==> config.mk <==
export PLATFORM = sky130hd
export DESIGN_NAME = fpu_arbiter
export DESIGN_NICKNAME = d
export VERILOG_FILES = /design/src/rtl/fpu_pkg.sv /design/src/rtl/fpu_arbiter_rr_arbiter2.sv /design/src/rtl/fpu_arbiter.sv
export SDC_FILE = /design/constraint.sdc
export NUM_CORES = 1
export LEC_CHECK = 0
export ABC_AREA = 1
export CORE_ASPECT_RATIO = 0.75
export CORE_MARGIN = 2
export CORE_UTILIZATION = 44
export CTS_CLUSTER_SIZE = 28
export DETAILED_ROUTE_END_ITERATION = 12
export PLACE_DENSITY = 0.82
export SYNTH_ARGS = -nofsm -noshare
export SYNTH_HDL_FRONTEND = slang
export SYNTH_SLANG_ARGS = --single-unit
==> constraint.sdc <==
create_clock -name clk -period 2.3 [get_ports clk]
set_input_delay 0.46 -clock clk [delete_from_list [all_inputs] [get_ports clk]]
set_output_delay 0.46 -clock clk [all_outputs]
set_load 0.1 [all_outputs]
==> src/rtl/fpu_pkg.sv <==
// ============================================================================
// fpu_pkg : shared types and constants for the FPU sharing arbiter
// Rev 1.0
// ============================================================================
`default_nettype none

package fpu_pkg;

  typedef enum logic [1:0] {
    ST_IDLE  = 2'd0,
    ST_ISSUE = 2'd1,
    ST_WAIT  = 2'd2,
    ST_RESP  = 2'd3
  } state_e;

  typedef enum logic [1:0] {
    OP_ADD = 2'd0,
    OP_SUB = 2'd1
  } fpu_op_e;

  localparam logic [31:0] c_nan_val = 32'h7FC0_0000;

endpackage

`default_nettype wire

==> src/rtl/fpu_arbiter_rr_arbiter2.sv <==
// ============================================================================
// rr_arbiter2 : two-way round-robin winner select, purely combinational
// Rev 1.0
// ============================================================================
`default_nettype none

module rr_arbiter2 (
  input  logic [1:0] valid_i,
  input  logic       rr_last_i,
  output logic [1:0] grant_o
);

  always_comb begin
    grant_o = 2'b00;
    case (valid_i)
      2'b01:   grant_o = 2'b01;
      2'b10:   grant_o = 2'b10;
      // on a tie the requester that was not served last wins
      2'b11:   grant_o = rr_last_i ? 2'b01 : 2'b10;
      default: grant_o = 2'b00;
    endcase
  end

endmodule

`default_nettype wire

==> src/rtl/fpu_arbiter.sv <==
// ============================================================================
// fpu_arbiter : shares one multi-cycle FPU between two requesters
// Rev 1.0
// ============================================================================
`default_nettype none

module fpu_arbiter
  import fpu_pkg::*;
#(
  parameter int               WIDTH          = 32,
  parameter int               TIMEOUT_CYCLES = 64,
  parameter logic [WIDTH-1:0] NAN_VAL        = WIDTH'(c_nan_val)
) (
  input  logic             clk,
  input  logic             rst,
  input  logic             req0_valid,
  output logic             req0_ready,
  input  logic [WIDTH-1:0] req0_a,
  input  logic [WIDTH-1:0] req0_b,
  input  logic [1:0]       req0_op,
  output logic             rsp0_valid,
  input  logic             rsp0_ready,
  output logic [WIDTH-1:0] rsp0_r,
  output logic             rsp0_err,
  input  logic             req1_valid,
  output logic             req1_ready,
  input  logic [WIDTH-1:0] req1_a,
  input  logic [WIDTH-1:0] req1_b,
  input  logic [1:0]       req1_op,
  output logic             rsp1_valid,
  input  logic             rsp1_ready,
  output logic [WIDTH-1:0] rsp1_r,
  output logic             rsp1_err,
  output logic [WIDTH-1:0] fpu_a,
  output logic [WIDTH-1:0] fpu_b,
  output logic [1:0]       fpu_op,
  output logic             fpu_start,
  output logic             fpu_clr,
  input  logic             fpu_done,
  input  logic [WIDTH-1:0] fpu_r,
  output logic             busy,
  output logic [7:0]       timeout_cnt
);

  localparam logic [7:0] c_wait_last = 8'(TIMEOUT_CYCLES - 1);

  state_e                 state_q, state_d;
  logic                   owner_q, owner_d;
  logic                   rr_last_q, rr_last_d;
  logic [7:0]             wcnt_q, wcnt_d;
  logic [7:0]             tcnt_q, tcnt_d;
  logic [WIDTH-1:0]       a_q, a_d, b_q, b_d;
  logic [1:0]             op_q, op_d;
  logic [1:0]             rsp_valid_q, rsp_valid_d;
  logic [1:0]             rsp_err_q, rsp_err_d;
  logic [1:0][WIDTH-1:0]  rsp_r_q, rsp_r_d;

  logic [1:0] w_req_valid;
  logic [1:0] w_grant;
  logic [1:0] w_rsp_ready;

  assign w_req_valid = {req1_valid, req0_valid};
  assign w_rsp_ready = {rsp1_ready, rsp0_ready};

  rr_arbiter2 u_rr (
    .valid_i   (w_req_valid),
    .rr_last_i (rr_last_q),
    .grant_o   (w_grant)
  );

  assign {req1_ready, req0_ready} = (state_q == ST_IDLE) ? w_grant : 2'b00;

  always_comb begin
    state_d     = state_q;
    owner_d     = owner_q;
    rr_last_d   = rr_last_q;
    wcnt_d      = wcnt_q;
    tcnt_d      = tcnt_q;
    a_d         = a_q;
    b_d         = b_q;
    op_d        = op_q;
    rsp_valid_d = rsp_valid_q;
    rsp_err_d   = rsp_err_q;
    rsp_r_d     = rsp_r_q;
    fpu_clr     = 1'b0;

    case (state_q)
      ST_IDLE: begin
        if (|w_grant) begin
          owner_d = w_grant[1];
          a_d     = w_grant[1] ? req1_a  : req0_a;
          b_d     = w_grant[1] ? req1_b  : req0_b;
          op_d    = w_grant[1] ? req1_op : req0_op;
          state_d = ST_ISSUE;
        end
      end
      ST_ISSUE: begin
        wcnt_d  = 8'd0;
        state_d = ST_WAIT;
      end
      ST_WAIT: begin
        // a completion on the final watchdog cycle still counts as success
        if (fpu_done) begin
          rsp_r_d[owner_q]     = fpu_r;
          rsp_err_d[owner_q]   = 1'b0;
          rsp_valid_d[owner_q] = 1'b1;
          state_d              = ST_RESP;
        end else if (wcnt_q == c_wait_last) begin
          fpu_clr              = 1'b1;
          rsp_r_d[owner_q]     = NAN_VAL;
          rsp_err_d[owner_q]   = 1'b1;
          rsp_valid_d[owner_q] = 1'b1;
          if (tcnt_q != 8'hFF) begin
            tcnt_d = tcnt_q + 8'd1;
          end
          state_d              = ST_RESP;
        end else begin
          wcnt_d = wcnt_q + 8'd1;
        end
      end
      ST_RESP: begin
        // result is cleared too so an idle port always reads as all-zero
        if (w_rsp_ready[owner_q]) begin
          rsp_r_d[owner_q]     = '0;
          rsp_err_d[owner_q]   = 1'b0;
          rsp_valid_d[owner_q] = 1'b0;
          rr_last_d            = owner_q;
          state_d              = ST_IDLE;
        end
      end
      default: state_d = ST_IDLE;
    endcase
  end

  always_ff @(posedge clk) begin
    if (rst) begin
      state_q     <= ST_IDLE;
      owner_q     <= 1'b0;
      rr_last_q   <= 1'b1;
      wcnt_q      <= 8'd0;
      tcnt_q      <= 8'd0;
      a_q         <= '0;
      b_q         <= '0;
      op_q        <= 2'b00;
      rsp_valid_q <= 2'b00;
      rsp_err_q   <= 2'b00;
      rsp_r_q     <= '0;
    end else begin
      state_q     <= state_d;
      owner_q     <= owner_d;
      rr_last_q   <= rr_last_d;
      wcnt_q      <= wcnt_d;
      tcnt_q      <= tcnt_d;
      a_q         <= a_d;
      b_q         <= b_d;
      op_q        <= op_d;
      rsp_valid_q <= rsp_valid_d;
      rsp_err_q   <= rsp_err_d;
      rsp_r_q     <= rsp_r_d;
    end
  end

  assign fpu_a       = a_q;
  assign fpu_b       = b_q;
  assign fpu_op      = op_q;
  assign fpu_start   = (state_q == ST_ISSUE);
  assign busy        = (state_q != ST_IDLE);
  assign timeout_cnt = tcnt_q;
  assign rsp0_valid  = rsp_valid_q[0];
  assign rsp0_err    = rsp_err_q[0];
  assign rsp0_r      = rsp_r_q[0];
  assign rsp1_valid  = rsp_valid_q[1];
  assign rsp1_err    = rsp_err_q[1];
  assign rsp1_r      = rsp_r_q[1];

endmodule

`default_nettype wire
==> impl_metrics.yaml <==
synth:
  synth_seq_cells: 154
  ys_warn_count: 0
  synthesis.instances: 1184
  seq_area_frac_synth_pct: 39.9
  synth_nets: 1361
  avgSynthCellArea_um2: 6.53
  synth.distinct_cells: 28
  syn-cell-area_mm2: 0.00773
drt:
  first_iter_violations: 685
  vias_per_cell: 5.25
  via_count: 8955
  wl_um: 26600
  wl_per_cell_um: 15.6
  drt-pass1-iter-count: 8
  drc: 0
  antenna_left: 0
min_path:
  hold_path_startpoint: "rsp1_r[30]"
  hp-class: "reg2reg"
flow_run:
  cap_violations: 0
clock_tree:
  cts_root_buf: "clkbuf_16"
  cts.sinks: 154
  post_cts_buffers: 0
  htreeDepth: 4
  clkLatencyLatePin_ps: 430
  cts_tree: "done"
  cts-buffers-inserted: 17
  clkSlewWorstSetupHoldPaths_ps: 60
  clk_path_buf_depth: 2
die:
  core-area_mm2: 0.0170
  die_w_um: 157
  io_pins: 318
  row_count: 41
  start_util_pct: 45.4
  fp.dieH_um: 119
  die_area_mm2: 0.0187
critical_path:
  crit_type: "reg2out"
  cp-startpoint: "state_q[0]"
  crit_path_end_kind: "output port"
  arrival_ps: 1720
  crit_required_ps: 1840
  r2r_start: "wcnt_q[0]"
  critPathMaxFanout: 5
  cp-start-kind: "flop"
timing:
  tightest_slew_ps: 521
  period_share_pct: 94.7
  rsz0062_at_grt: "false"
  clock_skew_ps: 13.5
  max_freq_ghz: 0.459
  hold_viol_final: 0
  relSlewSlack_pct: 65.2
  period_minus_slack_ps: 2180
  slew_viol_final: 0
  setup_viol: 0
cells_and_area:
  stdcell_count: 1705
  layout-drive-gt1-share_pct: 15.3
  fin_nets: 1633
  postLayoutCoreUtil_pct: 67.0
  area_delta_synth_final_pct: 47.6
placement:
  hpwlAfterDp_um: 18800
  io_buffers: 317
  dp_cells: 1673
  routabilityCongestion: 0.868
pwr:
  p_leak_nw: 5.33
  vdd_drop_max_mv: 1.06
  powerDensity_mw_per_mm2: 1550
run_status:
  status: "finished clean"
global_routing:
  grtUsageTotal_pct: 27.3
  grt_max_degree: 94
  grt_pass1_vias: 8007
  grt_pass1_wl_um: 40800
  antenna_found_initial: 1
  grt_remaining_overflow: 0
-- placed cells by master, fill, tap and decap left out, types with 3 or more instances in the layout --
master,count
nor2_1,125
bufinv_16,3
inv_1,111
ha_1,5
nor2_4,5
buf_4,163
buf_12,9
a31oi_1,66
inv_2,3
clkinv_2,3
clkbuf_8,3
nand3_1,80
clkdlybuf4s50_1,169
o21ai_0,78
nand2_2,4
o22ai_1,46
clkbuf_16,17
dfxtp_1,154
nand4_1,26
a21oi_1,23
xor2_1,3
nand2_1,351
-- power breakdown --
part,switching (mW),leakage [nW],internal [mW]
clock,1.15,0.296,1.79
sequential,0.541,1.26,3.47
combinational,8.35,3.77,2.37
total,10.0,5.33,7.63
-- critical path, stage by stage, from the launching register on --
cell and delay, ps:
dfxtp_1 340, inv_2 100, ha_4 170, inv_1 120
nor2_4 140, nand3_2 130, inv_2 120, buf_12 180
-- cells in the mapped netlist --
master	count	area (um^2)
buf_4	2	15.0
ha_1	6	75.1
nor2_4	1	11.3
nand4_1	26	163
buf_2	23	115
a31oi_1	66	413
buf_1	6	22.5
a21oi_1	24	120
nand2_1	353	1330
a21oi_2	1	8.76
xnor2_1	2	17.5
buf_6	3	33.8
inv_1	114	428
nand3b_1	1	7.51
nand3b_2	1	11.3
o22ai_1	46	288
dfxtp_1	154	3080
nor2_1	130	488
xor2_1	3	26.3
nand3_4	2	35.0
nor3_1	1	5.00
nand3_1	81	405
clkbuf_1	55	206
o211ai_1	1	7.51
nand2_4	1	11.3
nand2_2	2	12.5
o21ai_0	78	390
inv_2	1	3.75
-- what timing repair did --
item,4_1_cts,5_1_grt
endpoints found under the setup margin,1,10
gates resized for setup,5,3
gates cloned,0,0
hold buffers,0,0
-- metal layers --
layer  GRT usage [%]  vias up  wire length, um
li1                -     4409                -
met1            34.3     4098            10800
met2            45.5      410            12600
met3            8.69       38             2730
met4            6.88        0              454
met5               0        -                0
-- stage by stage --
step                setup TNS, ps  area (um^2)  hold WS, ps  worst slack, ps  total power, mW
finish                          0        11400          465              123             17.7
global route                    0        11400          499             27.2             18.5
CTS                             0        11400          466             26.9             17.7
detailed placement          -13.5        10800          457            -13.5             14.7
global placement                0        10800          451             95.6             14.6
floorplan                   -45.1         7740          458            -45.1             12.3
-- layout make-up --
class / count / area, um^2
Fill cell: 1491 / 5630
Multi-Input combinational cell: 826 / 3880
Timing Repair Buffer: 342 / 3100
Sequential cell: 154 / 3080
Clock buffer: 21 / 470
Inverter: 115 / 433
Tap cell: 236 / 295
Clock inverter: 10 / 141
Antenna cell: 1 / 2.50
-- cell families after synthesis --
group                    Yosys count  share of synthesized area (%)
flip-flops                       154                           39.9
AND/OR/NAND/NOR                  599                           32.0
buffers and inverters            204                           10.7
XOR/XNOR                           5                          0.567
adder cells (fa/ha/maj)            6                          0.971
AO/OA/AOI/OAI                    216                           15.9
-- worst paths after layout --
kind                                    to  slack [ps]  cells past startpoint
worst max register to register   rsp1_r[7]         210                      8
worst min register to register  rsp1_r[30]         470                      2
worst min-delay path            rsp1_r[30]         470                      2
worst max-delay path               fpu_clr         120                      7
-- sequential cells by signal, indices dropped and copies added (netlist names), named ones only --
signal and cells:
rsp0_r 32, timeout_cnt 8, wcnt_q 8, fpu_a 32, rr_last_q 1, state_q 2, rsp1_r 32, fpu_b 32
owner_q 1, fpu_op 2
No activity file was read; power rests on OpenSTA's default activity.
